### config.mk
export PLATFORM = sky130hd
export DESIGN_NAME = tfhe_pbs_scheduler
export DESIGN_NICKNAME = d
export VERILOG_FILES = /design/src/rtl/tfhe_pbs_scheduler.sv
export SDC_FILE = /design/constraint.sdc
export NUM_CORES = 1
export LEC_CHECK = 0
export ABC_AREA = 0
export BUFFER_PORTS_ARGS = -buffer_cell sky130_fd_sc_hd__buf_4
export CORE_UTILIZATION = 60
export DETAILED_ROUTE_END_ITERATION = 10
export GPL_ROUTABILITY_DRIVEN = 1
export HOLD_SLACK_MARGIN = 0.12
export PLACE_DENSITY = 0.92
export SLEW_MARGIN = 5
export SYNTH_ARGS = -nofsm -noshare
export SYNTH_HDL_FRONTEND = slang
export SYNTH_SLANG_ARGS = --single-unit
### constraint.sdc
create_clock -name clk -period 7.6 [get_ports clk]
set_clock_uncertainty 0.1 [all_clocks]
set_input_delay 0 -clock clk [delete_from_list [all_inputs] [get_ports clk]]
set_output_delay 0 -clock clk [all_outputs]
set_load 0.1 [all_outputs]
### src/rtl/tfhe_pbs_scheduler.sv
// tfhe_pbs_scheduler: front-end job scheduler for the PBS engine.
// Two requesters feed a round-robin arbiter into a small job FIFO; jobs are
// issued one at a time on a level start / one-cycle done handshake, and a
// completion record is emitted per job.
// Optional watchdog: define TFHE_SCHED_TIMEOUT_EN.
// Ports:
//   clk, reset                  clock, synchronous active-high reset
//   reqN_valid/ready/addr/len/tag  job descriptor handshake, requester N
//   eng_start/addr/len          level start and job presented to engine
//   eng_busy, eng_done          engine status (unused) and completion pulse
//   cpl_valid/req_id/tag/timeout  one-cycle completion record
//   q_count                     queued jobs, excluding the one in flight
//   sched_busy                  FSM not idle or jobs queued
module tfhe_pbs_scheduler #(
    parameter int          DATA_WIDTH     = 32,
    parameter int          TAG_WIDTH      = 4,
    parameter int          FIFO_DEPTH     = 4,
    parameter logic [31:0] TIMEOUT_CYCLES = 32'd1000000
) (
    input  logic                        clk,
    input  logic                        reset,
    input  logic                        req0_valid,
    output logic                        req0_ready,
    input  logic [DATA_WIDTH-1:0]       req0_addr,
    input  logic [DATA_WIDTH-1:0]       req0_len,
    input  logic [TAG_WIDTH-1:0]        req0_tag,
    input  logic                        req1_valid,
    output logic                        req1_ready,
    input  logic [DATA_WIDTH-1:0]       req1_addr,
    input  logic [DATA_WIDTH-1:0]       req1_len,
    input  logic [TAG_WIDTH-1:0]        req1_tag,
    output logic                        eng_start,
    output logic [DATA_WIDTH-1:0]       eng_addr,
    output logic [DATA_WIDTH-1:0]       eng_len,
    input  logic                        eng_busy,
    input  logic                        eng_done,
    output logic                        cpl_valid,
    output logic                        cpl_req_id,
    output logic [TAG_WIDTH-1:0]        cpl_tag,
    output logic                        cpl_timeout,
    output logic [$clog2(FIFO_DEPTH):0] q_count,
    output logic                        sched_busy
);
    localparam int AW = $clog2(FIFO_DEPTH);
    localparam int CW = AW + 1;
    localparam int EW = 1 + TAG_WIDTH + 2 * DATA_WIDTH;

    localparam logic [1:0] S_IDLE  = 2'd0;
    localparam logic [1:0] S_START = 2'd1;
    localparam logic [1:0] S_REARM = 2'd2;

    logic [1:0]            state_q, state_d;
    logic                  rearm_q, rearm_d;
    logic [EW-1:0]         mem_q [FIFO_DEPTH];
    logic [AW-1:0]         wr_ptr_q, rd_ptr_q;
    logic [CW-1:0]         cnt_q;
    logic                  rr_q;
    logic [DATA_WIDTH-1:0] eng_addr_q, eng_len_q;
    logic                  cur_id_q;
    logic [TAG_WIDTH-1:0]  cur_tag_q;
    logic                  cpl_valid_q, cpl_id_q, cpl_tmo_q;
    logic [TAG_WIDTH-1:0]  cpl_tag_q;

    logic          fifo_full, fifo_empty;
    logic          grant, push, pop, finish, tmo;
    logic [EW-1:0] push_ent, head;

    assign fifo_full  = (cnt_q == CW'(FIFO_DEPTH));
    assign fifo_empty = (cnt_q == '0);

    // rr_q names the requester preferred on a tie.
    assign grant      = req1_valid && (!req0_valid || rr_q);
    assign req0_ready = !reset && !fifo_full && !grant;
    assign req1_ready = !reset && !fifo_full && grant;
    assign push       = (req0_valid && req0_ready) ||
                        (req1_valid && req1_ready);
    assign pop        = (state_q == S_IDLE) && !fifo_empty;

    assign push_ent = grant ?
        {1'b1, req1_tag, req1_addr, req1_len} :
        {1'b0, req0_tag, req0_addr, req0_len};
    assign head = mem_q[rd_ptr_q];

`ifdef TFHE_SCHED_TIMEOUT_EN
    logic [31:0] wdog_q;
    logic        unused_busy;

    assign unused_busy = eng_busy;
    // A coincident eng_done wins over the limit.
    assign tmo = (wdog_q == TIMEOUT_CYCLES - 32'd1) && !eng_done;

    // Held at zero outside START, so it starts from zero on entry.
    always_ff @(posedge clk) begin
        if (reset || state_q != S_START) begin
            wdog_q <= '0;
        end else begin
            wdog_q <= wdog_q + 32'd1;
        end
    end
`else
    logic unused_cfg;

    assign unused_cfg = ^{TIMEOUT_CYCLES, eng_busy};
    assign tmo        = 1'b0;
`endif

    assign finish = (state_q == S_START) && (eng_done || tmo);

    always_comb begin
        state_d = state_q;
        rearm_d = rearm_q;
        unique case (state_q)
            S_IDLE: begin
                if (!fifo_empty) state_d = S_START;
            end
            S_START: begin
                if (finish) begin
                    state_d = S_REARM;
                    rearm_d = 1'b0;
                end
            end
            S_REARM: begin
                // Two cycles of start low so the engine re-arms.
                rearm_d = 1'b1;
                if (rearm_q) state_d = S_IDLE;
            end
            default: state_d = S_IDLE;
        endcase
    end

    always_ff @(posedge clk) begin
        if (reset) begin
            state_q     <= S_IDLE;
            rearm_q     <= 1'b0;
            wr_ptr_q    <= '0;
            rd_ptr_q    <= '0;
            cnt_q       <= '0;
            rr_q        <= 1'b0;
            eng_addr_q  <= '0;
            eng_len_q   <= '0;
            cur_id_q    <= 1'b0;
            cur_tag_q   <= '0;
            cpl_valid_q <= 1'b0;
            cpl_id_q    <= 1'b0;
            cpl_tag_q   <= '0;
            cpl_tmo_q   <= 1'b0;
        end else begin
            state_q     <= state_d;
            rearm_q     <= rearm_d;
            cpl_valid_q <= finish;
            cpl_tmo_q   <= finish && !eng_done;
            if (finish) begin
                cpl_id_q  <= cur_id_q;
                cpl_tag_q <= cur_tag_q;
            end
            if (push) begin
                wr_ptr_q <= wr_ptr_q + 1'b1;
                rr_q     <= !grant;
            end
            if (pop) begin
                rd_ptr_q <= rd_ptr_q + 1'b1;
                {cur_id_q, cur_tag_q, eng_addr_q, eng_len_q} <= head;
            end
            if (push && !pop) begin
                cnt_q <= cnt_q + 1'b1;
            end else if (pop && !push) begin
                cnt_q <= cnt_q - 1'b1;
            end
        end
    end

    always_ff @(posedge clk) begin
        if (push) mem_q[wr_ptr_q] <= push_ent;
    end

    assign eng_start   = (state_q == S_START);
    assign eng_addr    = eng_addr_q;
    assign eng_len     = eng_len_q;
    assign cpl_valid   = cpl_valid_q;
    assign cpl_req_id  = cpl_id_q;
    assign cpl_tag     = cpl_tag_q;
    assign cpl_timeout = cpl_tmo_q;
    assign q_count     = cnt_q;
    assign sched_busy  = (state_q != S_IDLE) || !fifo_empty;
endmodule

==> results.sh <==
export IMPL_synth_cell_types=36
export IMPL_vias_per_cell=6.009
export IMPL_syn_instance_count=688
export IMPL_dpl_cell_area_um2=15510
export IMPL_core_rowCount=54
export IMPL_drt_first_pass_iters=4
export IMPL_seq_area_frac_synth_pct=73.42
export IMPL_areaGrowthSynthToFinish_pct=31.97
export IMPL_end_kind="primary output"
export IMPL_drc=0
export IMPL_drive_above_1_share_pct=39.14
export IMPL_die_h_um=152.9
export IMPL_maxCapViolCount=0
export IMPL_crit_arrival_ns=2.99
export IMPL_fin_nets=1195
export IMPL_fmax_ghz=0.3236
export IMPL_syn_nets=836
export IMPL_die_w_um=152.9
export IMPL_htree_levels=2
export IMPL_worstRegToRegCells=4
export IMPL_cts_setup_buffers=0
export IMPL_timing_final_crit_share_pct=40.66
export IMPL_setup_tns_ns=0
export IMPL_final_common_cell="edfxtp_1"
export IMPL_grt_max_degree=72
export IMPL_worstMarginPinSlew_ns=1.145
export IMPL_criticalPathCategory="flip-flop to primary output"
export IMPL_hold_path_cell_count=3
export IMPL_grt_pass1_wl_um=50050
export IMPL_hold_viol=0
export IMPL_initial_core_util_pct=61.83
export IMPL_gp_congestion=0.7220
export IMPL_cts_made_buffers=36
export IMPL_synthArstFlopShare_pct=0
export IMPL_fin_cells=1353
export IMPL_yosysWarnings=0
export IMPL_cts_resized=0
export IMPL_path_clk_slew_ns=0.06
export IMPL_critical_path_peak_fanout=58
export IMPL_core_um2=22090
export IMPL_final_antenna_net_count=0
export IMPL_netlist_area_um2=13660
export IMPL_die_area_um2=23380
export IMPL_finalSetupViolCount=0
export IMPL_cts_tree="yes"
export IMPL_io_buffers=218
export IMPL_place_hpwl_um=15590
export IMPL_routedWlPerCell_um=24.23
export IMPL_min_period_ns=3.090
export IMPL_power_density_nw_per_um2=394.0
export IMPL_synth_edf_count=276
export IMPL_clockBufferDepth=3
export IMPL_grtUsageTotal_pct=28.77
export IMPL_cp_start_kind="flip-flop"
export IMPL_synth_main_ff_cell="edfxtp_1"
export IMPL_drt_iter0_markers=602
export IMPL_root_buffer="clkbuf_16"
export IMPL_status="complete, no violations"
export IMPL_num_vias=8130
export IMPL_power_leakage_nw=6.606
export IMPL_max_slew_margin_pct=23.69
export IMPL_grt_pass1_vias=9067
export IMPL_vdd_ir_drop_max_mv=0.3012
export IMPL_postSynthAreaPerCell_um2=19.86
export IMPL_ys_seq_elements=363
export IMPL_rsz0062_at_grt="false"
export IMPL_finalInstanceArea_um2=18030
export IMPL_ios=220
export IMPL_holdCritPathClass="primary input to flip-flop"
export IMPL_grt_ovfl_total=0
export IMPL_wirelength_um=32790
export IMPL_antenna_found_initial=0
export IMPL_clkSinkCount=363
export IMPL_layout_common_cells="edfxtp_1 (276), buf_4 (222), dlygate4sd3_1 (142), dfxtp_1 (85)"
export IMPL_worstSkewPairLatency_ns=0.52
export IMPL_report_final_slew_viol_count=0
export IMPL_dp_cells=1147
export IMPL_diodes=0
export IMPL_crit_required_ns=7.50
cell usage after synthesis (all sizes together) (3+ instances only):
cell | number | area, um^2
a21oi | 5 | 28.78
a22o | 69 | 604.3
and3 | 5 | 31.28
buf | 27 | 152.6
clkbuf | 16 | 61.30
dfxtp | 87 | 1742
edfxtp | 276 | 8288
ha | 5 | 62.56
inv | 7 | 26.28
mux2 | 69 | 777.0
mux2i | 6 | 60.06
mux4 | 69 | 1554
nand2 | 4 | 15.01
nand3 | 3 | 15.01
nor2 | 14 | 52.55
nor3 | 4 | 20.02
o21ai | 3 | 15.01
kinds of logic after synthesis:
family,share of synthesized area [%]
xor+xnor,0.1283
simple gates,1.392
other cells,0.02745
mux,17.50
compound gates,5.166
flops,73.42
buf+inv,1.758
fa+ha+maj,0.6045
metal layers:
layer  vias up  global-route usage [%]  part of all wire (%)
li1       3531                       -                     -
met1      4144                   32.04                    36
met2       375                   53.10                    55
met3        80                   6.153                   6.4
met4         0                   12.55                   3.1
met5         -                       0                     0
timing repair:
action                                  in CTS  in global routing
hold endpoints to repair                   290                  0
hold buffers                               142                  0
endpoints found under the setup margin       0                  0
critical path: stages, from the launching register on:
cell	delay [ns]
dfxtp_1	0.37
o21ai_4	0.47
buf_4	0.79
inv_1	0.25
nor3_1	0.25
buf_4	0.34
area by class of cell:
cell class / instances / area (um^2)
Clock buffer: 52 / 991.0
Clock inverter: 12 / 105.1
Fill cell: 990 / 4065
Inverter: 7 / 26.28
Multi-Input combinational cell: 275 / 3431
Sequential cell: 363 / 10040
Tap cell: 280 / 350.3
Timing Repair Buffer: 364 / 3088
through the flow:
stage | total power (W) | hold WS [ns] | utilization, % | setup WS (ns)
floorplan | 0.004755 | 0.01613 | - | 3.870
global placement | 0.005259 | 0.1290 | 70.21 | 4.977
detailed placement | 0.005328 | 0.1422 | 70.21 | 4.900
CTS | 0.007061 | 0.2865 | 81.60 | 4.523
global route | 0.007313 | 0.3245 | 81.60 | 4.368
finish | 0.007104 | 0.3146 | 81.60 | 4.510
flip-flops by register name, indices dropped and copies added, names as in the netlist:
name,cells
rr_q,1
cur_tag_q,4
rd_ptr_q,2
eng_len,32
eng_addr,32
cpl_timeout,1
cpl_valid,1
cpl_req_id,1
wr_ptr_q,2
state_q,2
cur_id_q,1
mem_q,276
rearm_q,1
cpl_tag,4
q_count,3
where the power goes:
part / switching [W] / internal [W] / leakage, nW
combinational: 0.00179 / 0.000836 / 2.85
sequential: 0.000286 / 0.00252 / 3.23
clock: 0.000725 / 0.000946 / 0.525
total: 0.00280 / 0.00430 / 6.61
final timing paths:
check             slack (ns)          from           end
setup / recovery        4.51          rr_q    req0_ready
hold / removal          0.31   req0_len[6]   mem_q[1][6]
hold reg to reg         0.38  eng_addr[14]  eng_addr[14]
setup reg to reg        4.51          rr_q  mem_q[0][20]
(Power assumes the default switching activity.)
